==> src/rtl/mem_rd_pipe.sv <==
// Fixed-latency read return path: a DEPTH-stage valid+data shift register.
// The last stage drives rd_vld and the data the top places on DQ.
module mem_rd_pipe #(
  parameter int DATA_W = 32,
  parameter int DEPTH  = 2
) (
  input  logic              clk,
  input  logic              rst,
  input  logic              push_i,
  input  logic [DATA_W-1:0] data_i,
  output logic              vld_o,
  output logic [DATA_W-1:0] data_o
);

  logic [DEPTH-1:0]  vld_q;
  logic [DATA_W-1:0] data_q [DEPTH];

  // NOTE: sequential state uses non-blocking assignments so every stage samples its pre-edge neighbour.
  always_ff @(posedge clk or posedge rst) begin
    if (rst) begin
      vld_q <= '0;
      for (int i = 0; i < DEPTH; i++) data_q[i] <= '0;
    end else begin
      vld_q[0]  <= push_i;
      data_q[0] <= data_i;
      for (int i = 1; i < DEPTH; i++) begin
        vld_q[i]  <= vld_q[i-1];
        data_q[i] <= data_q[i-1];
      end
    end
  end

  assign vld_o  = vld_q[DEPTH-1];
  assign data_o = data_q[DEPTH-1];

endmodule

==> config.mk <==
export PLATFORM = sky130hd
export DESIGN_NAME = mem_rd_pipe
export DESIGN_NICKNAME = d
export VERILOG_FILES = /design/src/rtl/mem_rd_pipe.sv
export SDC_FILE = /design/constraint.sdc
export NUM_CORES = 1
export LEC_CHECK = 0
export CORE_MARGIN = 4
export CORE_UTILIZATION = 64
export CTS_CLUSTER_SIZE = 24
export DETAILED_ROUTE_END_ITERATION = 10
export DONT_BUFFER_PORTS = 1
export GPL_TIMING_DRIVEN = 0
export MAX_ROUTING_LAYER = met4
export PLACE_DENSITY_LB_ADDON = 0.05
export SLEW_MARGIN = 25
export SYNTH_ARGS = -nofsm -noshare
export SYNTH_HDL_FRONTEND = slang
export SYNTH_SLANG_ARGS = --single-unit
==> constraint.sdc <==
create_clock -name clk -period 6.3 [get_ports clk]
set_input_delay 1.26 -clock clk [delete_from_list [all_inputs] [get_ports clk]]
set_output_delay 1.26 -clock clk [all_outputs]
set_load 0.1 [all_outputs]
Yosys cells after proc, flatten, opt, wreduce, memory -nomap -nowiden
Index checks and enable logic that the tools add are counted.
{"block": "totals", "ff_bits": 66, "latchBits": 0, "ramBits": 0, "romBits": 0, "in_bits": 35, "out_inout_bits": 33, "elab_cells": 3, "n_memories": 0}
{"block": "classes", "add_sub_neg": 0, "mul": 0, "div": 0, "order_cmp": 0, "eq_ne": 0, "shifts": 0, "mux": 0, "bitwise_logic": 0, "n_reduce_logical": 0}

Logic depth before layout (Yosys ltp)
Gate-level depths: netlist of the first run.
{"block": "logic_depth", "depth_word": 0, "mapped_depth": 1, "mapped_depth_nobuf": 1}

Worst setup path before layout of the first run
No wires, ideal clock.
{"block": "synth_path", "kind": "flip-flop to output port", "from": "register vld_q[1]", "to": "output vld_o", "arrival_ns": 0.883, "required_ns": 5.040, "setup_slack_ns": 4.157, "path_stages_with_launch": 1, "n_path_buf": 0, "path_cell_list": "dfrtp_1"}
{"item": "from (decl)", "line": "15", "text": "logic [DEPTH-1:0] vld_q;"}
{"item": "from (signal, indexed assignment)", "line": "27", "text": "vld_q[i] <= vld_q[i-1];"}
{"item": "to (decl)", "line": "11", "text": "output logic vld_o,"}
No word-level cell between the ends.

Worst setup path in the final report of the first run
{"block": "layout_path", "from": "register vld_q[1]", "to": "output vld_o"}
No word-level cell between the ends.

==> results of run 1 <==
## cell usage after synthesis (all sizes together)
| library cell | instances | share of area |
|---|---|---|
| buf | 32 | 0.13 |
| inv | 1 | 0.0020 |
| dfrtp | 66 | 0.87 |
## worst paths after layout
path	slack (ps)	from	endpoint	depth (start not counted)
max	3720	vld_q[1]	vld_o	0
min	350	data_q[61]	data_o[29]	0
max reg2reg	5800	data_q[49]	data_o[17]	0
min reg2reg	350	data_q[61]	data_o[29]	0
max in group asynchronous	5110	rst	data_o[7]	2
min in group asynchronous	690	rst	data_o[20]	1
## power by group through the flow
stage | logic, mW | registers, mW | clock network (mW)
floorplan | 0.102 | 0.459 | 0
global placement | 0.105 | 0.460 | 0
detailed placement | 0.107 | 0.461 | 0
CTS | 0.107 | 0.453 | 0.336
global route | 0.109 | 0.456 | 0.362
finish | 0.106 | 0.453 | 0.323
## cell type report
type	count	area, µm²
well taps	31	38.8
clock inverters	4	72.6
inverters	1	6.26
plain buffers	32	240
clock buffers	12	109
fillers	164	667
flip-flops and latches	66	1650
repair buffers	1	20.0
## sequential cells by signal, summed over array words and instances, names as in the netlist
register  flops
data_o       32
data_q       32
vld_q         2
## cells by family (layout without fill, tap and decap cells)
group                  after synthesis  in the layout
buffers and inverters               33             50
flip-flops                          66             66
## layer usage
metal / global-route usage / wire length (µm) / vias to the layer above
li1: - / - / 296
met1: 0.153 / 773 / 336
met2: 0.214 / 1190 / 46
met3: 0.117 / 323 / 4
met4: 0.0661 / 21 / 0
met5: - / 0 / -
==> reports/qor.yml, run 1 <==
synthesis:
  synth.cell_area_um2: 1900
  synth_xor_area_frac: 0
  synth-compound-area-share: 0
  synth.ff_latch_count: 66
  synth-adder-area-share: 0
  syn_nets: 134
  synth_cells: 99
  ys_types: 3
  synthMuxAreaShare: 0
  synthSimpleGateAreaFrac: 0
  ys_seq_area_frac: 0.871
  synth_top_family_by_area: "buffers and inverters"
  ys_warn_count: 0
  synth_area_per_cell_um2: 19.1
global_routing:
  grt_max_degree: 44
  grt_overflow: 0
  grt_pass1_wl_mm: 3.86
  grt_pass1_vias: 753
  track_usage: 0.151
  antenna_found_initial: 0
timing:
  tightestPinTransition_ps: 897
  drv_slew: 0
  finalSetupViolations: 0
  rsz0062_at_grt: "false"
  slew_headroom: 0.402
  tns_ps: 0
  fin_crit_sh: 0.410
  fmax_mhz: 387
  timing.final.crit_period_ps: 2580
  fin_hold_ws_ps: 346
  setup_slack_ps: 3720
  finClkSkew_ps: 6.88
  hold_viol_final: 0
clock_tree:
  cts_root_buffer: "clkbuf_4"
  clock_sink_count: 66
  cts_resized: 0
  htree_levels: 3
  clkTransAtPathRegs_ps: 100
  post_cts_buffers: 0
  numCtsBuffers: 9
  holdBufCountCts: 0
  clock_latency_ps: 380
  clockBufferDepth: 2
  cts_tree: "built"
layout:
  most-common-layout-cells: "dfrtp_1, buf_4, clkbuf_4"
  finalNetCount: 146
  syn_to_final_growth_pct: 12.8
  multi_input_area_um2: 0
  diodes: 0
  layoutNonFillerInstCount: 147
  final_util: 0.762
  num-multi-input-gates: 0
  mostFrequentLayoutCell: "dfrtp_1"
  finalInstanceArea_um2: 2140
  drive_gt1_frac: 0.431
pwr:
  power_frac_comb: 0.120
  ir_drop_uv: 272
  pwr-share-clk: 0.366
  power.switching_mw: 0.229
  p_int_mw: 0.652
  share_seq_of_total_power: 0.514
  switching_share: 0.260
  powerDensity_nw_per_um2: 412
  leakagePower_nw: 1.03
  p_total_mw: 0.882
run_status:
  status: "completed"
placement:
  place.gp.congestion: 0.620
  pre_cts_ws_ps: 4140
  portBuffers: 0
  placed_cell_area_um2: 1960
  dp.cells: 131
floorplanning:
  rows: 19
  die_w_um: 62.4
  start_util: 0.676
  die-area_um2: 3900
  die_y_um: 62.4
  ios: 68
  core-area_um2: 2810
route:
  drc_errors: 0
  initialDrtViolationCount: 10
  dr.pass1.iters: 3
  vias: 682
  routed_via_density: 4.64
  drtAntennaViolNets: 0
  wire_per_inst_um: 15.7
  wl_mm: 2.31
worst_setup_path:
  critPathArrivalTime_ps: 1320
  crit_fanout: 1
  cp_data_required_time_ps: 5040
  endpoint_kind: "output pin"
  crit_type: "reg -> out"
  worstSetupStartpointType: "flip-flop"
hold_path:
  hp-class: "reg -> reg"
flow_run:
  maxCapViolations: 0
(Power assumes the default switching activity.)
==> run 2, diff against run 1 <==
CORE_UTILIZATION = 53   (was 64)
clock period = 2.3 ns   (was 6.3 ns; I/O delays follow)
==> run 2 against run 1 <==
Sequential power grew to 2.7 times the previous value. Non-clock buffer count is 1 higher. Critical path depth is the same. Wire length down 0.52%. Sequential share of layout area grew 0.73 points. First-iteration DRC count increased to 4.2 times the previous value. Cell area decreased by 0.94%. Highest routed layer unchanged. Global-route usage down 3.1 points.
==> reports/qor.yml, run 2 (synthesized netlist as in run 1, its figures left out) <==
run_status:
  status: "completed"  # unchanged
timing:
  fin_hold_ws_ps: 98.2  # was 346 ps
  finalSetupViolations: 0  # unchanged
  finClkSkew_ps: 6.33  # was 6.88 ps
  timing.final.crit_period_ps: 1770
  drv_slew: 0  # unchanged
  rsz0062_at_grt: "false"  # unchanged
  fin_crit_sh: 0.770
  hold_viol_final: 0  # unchanged
  slew_headroom: 0.408  # was 0.402
  tns_ps: 0  # unchanged
  fmax_mhz: 564
  tightestPinTransition_ps: 888  # was 897 ps
clock_tree:
  clock_latency_ps: 380  # about the same
  cts_resized: 0  # unchanged
  clkTransAtPathRegs_ps: 100  # about the same
  cts_tree: "built"  # unchanged
  post_cts_buffers: 0  # unchanged
  holdBufCountCts: 1  # was 0
  clock_sink_count: 66  # unchanged
  clockBufferDepth: 2  # unchanged
  numCtsBuffers: 9  # unchanged
  cts_root_buffer: "clkbuf_4"  # unchanged
  htree_levels: 3  # unchanged
worst_setup_path:
  critPathArrivalTime_ps: 1310  # was 1320 ps
  r2r_slack_ps: 1820  # was 5800 ps
  worstSetupStartpointType: "flip-flop"  # unchanged
  rr_endpoint: "data_o[25]"  # was data_o[17]
  cp_data_required_time_ps: 1840  # was 5040 ps
  endpoint_kind: "output pin"  # unchanged
  crit_type: "reg -> out"  # unchanged
  crit_fanout: 1  # unchanged
  worstReg2RegStart: "data_q[57]"  # was data_q[49]
  reg2regPathDepth: 0  # unchanged
floorplanning:
  core-area_um2: 3390  # was 2810 µm²
  die_w_um: 67.8  # was 62.4 µm
  ios: 68  # unchanged
  start_util: 0.559  # was 0.676
  die-area_um2: 4600  # was 3900 µm²
  die_y_um: 67.8  # was 62.4 µm
  rows: 21  # was 19
global_routing:
  antenna_found_initial: 0  # unchanged
  grt_overflow: 0  # unchanged
  grt_max_degree: 39  # was 44
  track_usage: 0.120  # was 0.151
  grt_pass1_wl_mm: 3.35  # was 3.86 mm
  grt_pass1_vias: 713  # was 753
layout:
  drive_gt1_frac: 0.422  # was 0.431
  most-common-layout-cells: "dfrtp_1, buf_4, clkbuf_4"  # unchanged
  syn_to_final_growth_pct: 11.7  # was 12.8%
  finalNetCount: 147  # was 146
  mostFrequentLayoutCell: "dfrtp_1"  # unchanged
  diodes: 0  # unchanged
  layoutNonFillerInstCount: 162  # was 147
  multi_input_area_um2: 0  # unchanged
  num-multi-input-gates: 0  # unchanged
route:
  routed_via_density: 4.27  # was 4.64
  drtAntennaViolNets: 0  # unchanged
  vias: 691  # was 682
  wire_per_inst_um: 14.2  # was 15.7 µm
  wl_mm: 2.29  # was 2.31 mm
  drc_errors: 0  # unchanged
  initialDrtViolationCount: 42  # was 10
  dr.pass1.iters: 3  # unchanged
flow_run:
  maxCapViolations: 0  # unchanged
hold_path:
  min_from: "data_i[9]"  # was data_q[61]
  hp-class: "in -> reg"  # was reg -> reg
  holdPathEnd: "data_q[41]"  # was data_o[29]
  min_path_cells: 0  # unchanged
pwr:
  powerDensity_nw_per_um2: 1040  # was 412 nW/µm²
  leakagePower_nw: 1.02  # was 1.03 nW
  ir_drop_uv: 617  # was 272 µV
placement:
  dp.cells: 146  # was 131
  portBuffers: 0  # unchanged
  place.gp.congestion: 0.618  # was 0.620
  dpl.hpwl_mm: 1.58
[run 2: metal layers]
layer,GRT usage,share of wire,vias to the layer above
met2,0.156,0.49,48
met1,0.119,0.34,345
met4,0.0744,0.013,0
met5,-,0,-
met3,0.101,0.16,4
li1,-,-,294
[run 2: stage by stage]
stage	total power, mW	utilization	area, µm²	worst slack (ps)
final	2.21	0.625	2120	528
after global placement	1.55	0.576	1950	-268
after CTS	2.24	0.625	2120	487
after floorplan	1.54	-	1900	185
after global routing	2.31	0.625	2120	454
after detailed placement	1.56	0.583	1980	930
[run 2: power breakdown]
group          switching [mW]  internal [mW]  total, mW
sequential             0.0217           1.22       1.24
combinational           0.251         0.0416      0.292
clock                   0.343          0.332      0.675
total                   0.615           1.59       2.21
[run 2: how the worst max path moves through the flow]
stage               startpoint          to  cells after the start
finish                vld_q[1]       vld_o                      0
global route          vld_q[1]       vld_o                      0
CTS                   vld_q[1]       vld_o                      0
detailed placement    vld_q[1]       vld_o                      0
global placement           rst  data_o[14]                      1
floorplan                  rst   data_o[0]                      1
[run 2: area by class of cell]
cell class / instances / area [µm²]
sequential: 66 / 1650
clock inverter: 2 / 10.0
buffer: 32 / 240
inverter: 1 / 6.26
fill: 261 / 1270
timing repair buffer: 2 / 30.0
clock buffer: 13 / 123
tap: 46 / 57.6
